==> config.mk <==
export PLATFORM = sky130hd
export DESIGN_NAME = instruction_register
export DESIGN_NICKNAME = d
export VERILOG_FILES = /design/src/rtl/jtag_pkg.sv /design/src/rtl/ir_bit_cell.sv /design/src/rtl/instruction_register.sv
export SDC_FILE = /design/constraint.sdc
export NUM_CORES = 1
export LEC_CHECK = 0
export ABC_CLOCK_PERIOD_IN_PS = 1000
export CORE_AREA = 2 2 39 41
export CTS_CLUSTER_SIZE = 30
export DETAILED_ROUTE_END_ITERATION = 10
export DIE_AREA = 0 0 41 43
export PLACE_DENSITY_LB_ADDON = 0.15
export SETUP_SLACK_MARGIN = 0.4
export SLEW_MARGIN = 20
export SYNTH_ARGS = -nofsm -noshare
export SYNTH_HDL_FRONTEND = slang
export SYNTH_SLANG_ARGS = --single-unit
==> constraint.sdc <==
create_clock -name ClockIR -period 1 [get_ports ClockIR]
set_input_delay 0.2 -clock ClockIR [delete_from_list [all_inputs] [get_ports ClockIR]]
set_output_delay 0.2 -clock ClockIR [all_outputs]
set_load 0.1 [all_outputs]
==> src/rtl/jtag_pkg.sv <==
// rtl/jtag_pkg.sv - shared constants and types for the JTAG instruction register
package jtag_pkg;

    // Default opcodes. EXTEST and BYPASS are all-zeros / all-ones at any width,
    // so only their replicated bit value is kept here.
    localparam logic DEFAULT_EXTEST_BIT = 1'b0;
    localparam logic DEFAULT_BYPASS_BIT = 1'b1;
    localparam int   DEFAULT_SAMPLE_OP  = 2;
    localparam int   DEFAULT_IDCODE_OP  = 1;

    // Fixed pattern loaded into the two LSBs on Capture-IR.
    localparam logic [1:0] CAPTURE_LSBS = 2'b01;

    // Minimum legal instruction length.
    localparam int MIN_IR_WIDTH = 2;

    // Decoded data-register selects driven towards the DR mux.
    typedef struct packed {
        logic sel_bypass;
        logic sel_idcode;
        logic sel_boundary;
        logic extest_mode;
    } ir_sel_t;

    // True when two opcodes of the given width collide.
    function automatic logic opcodes_equal(input logic [31:0] a, input logic [31:0] b);
        return (a == b);
    endfunction

endpackage

==> src/rtl/ir_bit_cell.sv <==
// rtl/ir_bit_cell.sv - one instruction-register bit: shift flop plus update flop
import jtag_pkg::*;

module ir_bit_cell #(
    parameter logic RESET_Q = 1'b0
) (
    input  logic i_clk,
    input  logic i_reset,
    input  logic i_tlr_reset,
    input  logic i_capture_val,
    input  logic i_serial_in,
    input  logic i_capture_en,
    input  logic i_shift_en,
    input  logic i_update_en,
    output logic o_serial_out,
    output logic o_q
);

    logic r_shift;
    logic r_update;
    logic w_any_reset;

    assign w_any_reset  = i_reset | i_tlr_reset;
    assign o_serial_out = r_shift;
    assign o_q          = r_update;

    // Shift stage: reset wins, then capture, then shift; otherwise hold.
    always_ff @(posedge i_clk) begin
        if (w_any_reset) begin
            r_shift <= 1'b0;
        end else if (i_capture_en) begin
            r_shift <= i_capture_val;
        end else if (i_shift_en) begin
            r_shift <= i_serial_in;
        end
    end

    // Update stage: loads the pre-edge shift bit, so it runs in parallel with a shift.
    always_ff @(posedge i_clk) begin
        if (w_any_reset) begin
            r_update <= RESET_Q;
        end else if (i_update_en) begin
            r_update <= r_shift;
        end
    end

endmodule

==> src/rtl/instruction_register.sv <==
// rtl/instruction_register.sv - parametrised JTAG instruction register with opcode decode
import jtag_pkg::*;

module instruction_register #(
    parameter int                  IR_WIDTH  = 4,
    parameter logic [IR_WIDTH-1:0] EXTEST_OP = {IR_WIDTH{DEFAULT_EXTEST_BIT}},
    parameter logic [IR_WIDTH-1:0] SAMPLE_OP = IR_WIDTH'(DEFAULT_SAMPLE_OP),
    parameter logic [IR_WIDTH-1:0] IDCODE_OP = IR_WIDTH'(DEFAULT_IDCODE_OP),
    parameter logic [IR_WIDTH-1:0] BYPASS_OP = {IR_WIDTH{DEFAULT_BYPASS_BIT}},
    localparam int                 DI_W      = (IR_WIDTH > 2) ? IR_WIDTH - 2 : 1
) (
    input  logic                ClockIR,
    input  logic                Reset,
    input  logic                TlrReset,
    input  logic                TDI,
    input  logic [DI_W-1:0]     DI,
    input  logic                CaptureIR,
    input  logic                ShiftIR,
    input  logic                UpdateIR,
    output logic                TDO,
    output logic [IR_WIDTH-1:0] Q,
    output logic                SelBypass,
    output logic                SelIdcode,
    output logic                SelBoundary,
    output logic                ExtestMode
);

    // Elaboration-time sanity checks on width and opcode uniqueness.
    if (IR_WIDTH < MIN_IR_WIDTH) begin : g_err_width
        $error("instruction_register: IR_WIDTH must be at least 2");
    end
    if (opcodes_equal(32'(EXTEST_OP), 32'(SAMPLE_OP)) ||
        opcodes_equal(32'(EXTEST_OP), 32'(IDCODE_OP)) ||
        opcodes_equal(32'(EXTEST_OP), 32'(BYPASS_OP)) ||
        opcodes_equal(32'(SAMPLE_OP), 32'(IDCODE_OP)) ||
        opcodes_equal(32'(SAMPLE_OP), 32'(BYPASS_OP)) ||
        opcodes_equal(32'(IDCODE_OP), 32'(BYPASS_OP))) begin : g_err_opcode
        $error("instruction_register: opcode parameters must be distinct");
    end

    logic [IR_WIDTH-1:0] w_capture_val;
    logic [IR_WIDTH-1:0] w_shift_reg;
    logic [IR_WIDTH-1:0] w_q;
    ir_sel_t             w_sel;

    // Capture value: status bits above the fixed 01 pattern; no status bits at width 2.
    if (IR_WIDTH > 2) begin : g_capture_di
        assign w_capture_val = {DI, CAPTURE_LSBS};
    end else begin : g_capture_nodi
        logic w_unused_di;
        assign w_unused_di   = ^DI;
        assign w_capture_val = IR_WIDTH'(CAPTURE_LSBS);
    end

    // One cell per bit; the chain shifts towards bit 0 with TDI entering at the MSB.
    for (genvar g = 0; g < IR_WIDTH; g++) begin : g_cell
        logic w_serial_in;

        if (g == IR_WIDTH - 1) begin : g_msb
            assign w_serial_in = TDI;
        end else begin : g_inner
            assign w_serial_in = w_shift_reg[g+1];
        end

        ir_bit_cell #(
            .RESET_Q (IDCODE_OP[g])
        ) u_cell (
            .i_clk         (ClockIR),
            .i_reset       (Reset),
            .i_tlr_reset   (TlrReset),
            .i_capture_val (w_capture_val[g]),
            .i_serial_in   (w_serial_in),
            .i_capture_en  (CaptureIR),
            .i_shift_en    (ShiftIR),
            .i_update_en   (UpdateIR),
            .o_serial_out  (w_shift_reg[g]),
            .o_q           (w_q[g])
        );
    end

    assign TDO = w_shift_reg[0];
    assign Q   = w_q;

    // Decode the active instruction; anything unrecognised falls back to BYPASS.
    always_comb begin
        w_sel = '0;
        if (w_q == EXTEST_OP) begin
            w_sel.sel_boundary = 1'b1;
            w_sel.extest_mode  = 1'b1;
        end else if (w_q == SAMPLE_OP) begin
            w_sel.sel_boundary = 1'b1;
        end else if (w_q == IDCODE_OP) begin
            w_sel.sel_idcode = 1'b1;
        end else begin
            w_sel.sel_bypass = 1'b1;
        end
    end

    assign SelBypass   = w_sel.sel_bypass;
    assign SelIdcode   = w_sel.sel_idcode;
    assign SelBoundary = w_sel.sel_boundary;
    assign ExtestMode  = w_sel.extest_mode;

endmodule

==> results of run 1 <==
[worst paths after layout]
| check | start | to | slack [ps] | depth (start not counted) |
|---|---|---|---|---|
| min | TlrReset | g_cell[1].u_cell.o_serial_out$_SDFFE_PP0P_ | 310 | 2 |
| max | g_cell[3].u_cell.o_q$_SDFFE_PP0P_ | SelBypass | -460 | 4 |
| max reg2reg | g_cell[3].u_cell.o_serial_out$_SDFFE_PP0P_ | g_cell[3].u_cell.o_serial_out$_SDFFE_PP0P_ | 90 | 2 |
| min reg2reg | g_cell[0].u_cell.o_serial_out$_SDFFE_PP0P_ | g_cell[0].u_cell.o_q$_SDFFE_PP1P_ | 510 | 2 |
[worst max-delay path, stage by stage (launching register included)]
cell and delay, ps:
dfxtp_2 340, buf_12 140, nor3_4 290, nor2_4 60
buf_12 170
[where the power goes]
| group | switching, mW | internal, mW | total [mW] |
|---|---|---|---|
| clock network | 0.114 | 0.138 | 0.251 |
| logic | 0.162 | 0.134 | 0.295 |
| registers | 0.0120 | 0.321 | 0.333 |
[area by class of cell]
| type | count | area, um^2 |
|---|---|---|
| Sequential cell | 8 | 178.9 |
| Fill cell | 106 | 534.3 |
| Tap cell | 16 | 20.02 |
| Multi-Input combinational cell | 23 | 247.7 |
| Clock buffer | 3 | 22.52 |
| Timing Repair Buffer | 29 | 380.4 |
[routing by layer]
layer	GRT usage, %	share of wire [%]	vias to the layer above
met5	0	0	-
met4	10.00	0	0
met3	4.712	4.9	0
met2	25.31	58	12
met1	16.39	37	179
li1	-	-	184
[registers in the layout, indices dropped and copies added (netlist names)]
| signal | flops |
|---|---|
| g_cell.u_cell.o_serial_out | 4 |
| g_cell.u_cell.o_q | 4 |
[cells by family after synthesis]
group | Yosys count | synth area share [%]
simple gates | 12 | 18.50
flops | 8 | 41.56
compound gates | 3 | 7.144
buf+inv | 5 | 9.090
mux | 8 | 23.70
[metrics by stage]
stage	std cells	instance area (um^2)	TNS (ps)	setup WS [ps]	utilization, %
after floorplan	36	484.2	-2935	-1108	-
after global placement	72	760.7	-2862	-398.3	54.97
after detailed placement	72	760.7	-3154	-438.2	54.97
after CTS	79	845.8	-2375	-462.3	61.12
after global routing	79	849.6	-2613	-511.9	61.39
final	79	849.6	-2284	-458.7	61.39
[timing repair]
item                                    4_1_cts  5_1_grt
buffers inserted                              4        0
hold buffers                                  0        0
endpoints found under the setup margin       17       17
pin swaps                                     3        3
gates resized for setup                      20        1
[cells in the final DEF (no fill, tap or decap), types with 2 or more instances in the layout]
cell type         n
nor3_1            2
nand2b_1          2
mux2_4            3
mux2i_1           4
dfxtp_2           3
clkdlybuf4s50_1   2
clkbuf_4          3
dlygate4sd2_1     5
buf_6             6
buf_12           10
dfxtp_4           4
buf_4             5
o211a_1           2
==> results summary, run 1 <==
The maximum root-to-sink buffer count is 2. The global-route wire length before repair came out at 1773 um. Among all cell types in the netlist, the one instantiated most often is dfxtp_1.

The min-delay analysis places its worst path in the category in -> reg. The synthesized area per cell came out at 10.70 um^2. The routed length per placed instance came out at 13.71 um. The final reports fail on setup timing.

The number of nets with antenna violations after detailed routing came out at 0. After clock tree synthesis, the clock-pin slew on the worst setup and hold paths is 50 ps. The floorplan has 14 rows. The count of endpoints failing hold in the final timing report was 0.

In the synthesized netlist the dominant register cell turns out to be dfxtp_1. The core region is 1384 um^2. Synthesis inferred 8 register bits. Of the cells placed in the final design, the portion with a size suffix greater than 1 is 66.67%.

The violation count after the first detailed-route iteration came out at 9. The worst max-slew margin expressed relative to the limit came out at 81.17%. The largest net degree at the start of global routing came out at 7.

The via count of the first global-routing pass is 390. The fraction of the cycle the final worst path needs is 145.9%. The DRC violation count after routing is 0. The run finished, with violations left. In this run the horizontal extent of the chip is 41 um.

By startpoint and endpoint, the worst setup path is classified as reg -> out. Clock tree synthesis selected as its root buffer the cell clkbuf_4. Setup repair after global routing could not meet its margin everywhere. The total leakage power came out at 0.3820 nW. The number of CTS-inserted buffers came out at 3. STA classifies the critical path startpoint as a register. The layout-stage area growth over the synthesis result is 120.5%. For this run, the top clock speed supported by timing is 685.5 MHz. Global routing finished with a remaining overflow of 0. TritonCTS built the clock tree. Across the routed clock network, the largest skew measured is 0.5715 ps.

Data arrives at the worst endpoint at 1260 ps. Power comes to 879.8 uW. The number of clock sinks seen by CTS is 8. After the last flow step, the layout net total stands at 74. The iteration count of the initial detailed-routing pass came out at 4. Across all hold checks on the routed design, the worst slack comes to 305.8 ps.

The count of final setup violators is 8. Detailed placement ended at an HPWL of 824.4 um. The maximum fanout along the worst path came out at 4. The post-synthesis instance total is 36. Using the TritonRoute via totals, the vias-per-cell ratio works out to 4.747. Routability-driven placement finished with a final weighted congestion of 0.6989. The global routing usage summed across all routing layers is 15.66%. The post-synthesis instance area came out at 385.4 um^2. The effective utilization at floorplan came out at 27.85%.

The count of pins over their slew limit came to 0. The share of synthesized registers carrying an async set or reset came out at 0%. The max-cap check violation count is 0. The part of the Yosys area used for sequential elements came out at 41.56%. The worst ir drop on vdd came out at 0.8084 mV. The die footprint came out at 1763 um^2. The via count came out at 375. The count of different cell masters after synthesis is 14. The clock latency on the worst-skew pair came out at 250 ps. dfxtp_1 takes more of the synthesized area than any other cell. The Yosys step of the flow raised 0 warnings.

The commonest cells after synthesis are dfxtp_1, mux2i_1, buf_4, nor3_1. Power spread over the standard cell area amounts to 1036 nW/um^2. By area the synthesized netlist is led by dfxtp_1, mux2i_1, buf_4.

The detailed-route wire length is 1083 um. In this run the tool buffered the top-level ports with 17 buffer cells. The minimum clock period is 1459 ps. The worst path setup slack after routing is -458.7 ps.

The required time of the worst setup path came out at 800 ps. The transition time of the tightest slew-check pin is 281.5 ps. The proportion of netlist area held by the largest area contributor is 41.56%. The number of nets in the synthesized netlist came out at 45.

The die outline height is 43 um. The nature of the critical path endpoint is an output pin. The number of antenna violations at the first check in global routing came out at 0. The synthesized design contains 0 enable-type register cells. The number of antenna repair diodes came out at 0. 18 I/O pins were placed. The CTS H-tree depth came out at 1.
No activity file was read; power rests on OpenSTA's default activity.
==> run 2: changes to the inputs <==
- GPL_TIMING_DRIVEN: default -> 1
==> results of run 2 <==
No change in the layout: final DEF, timing and power equal those of run 1.
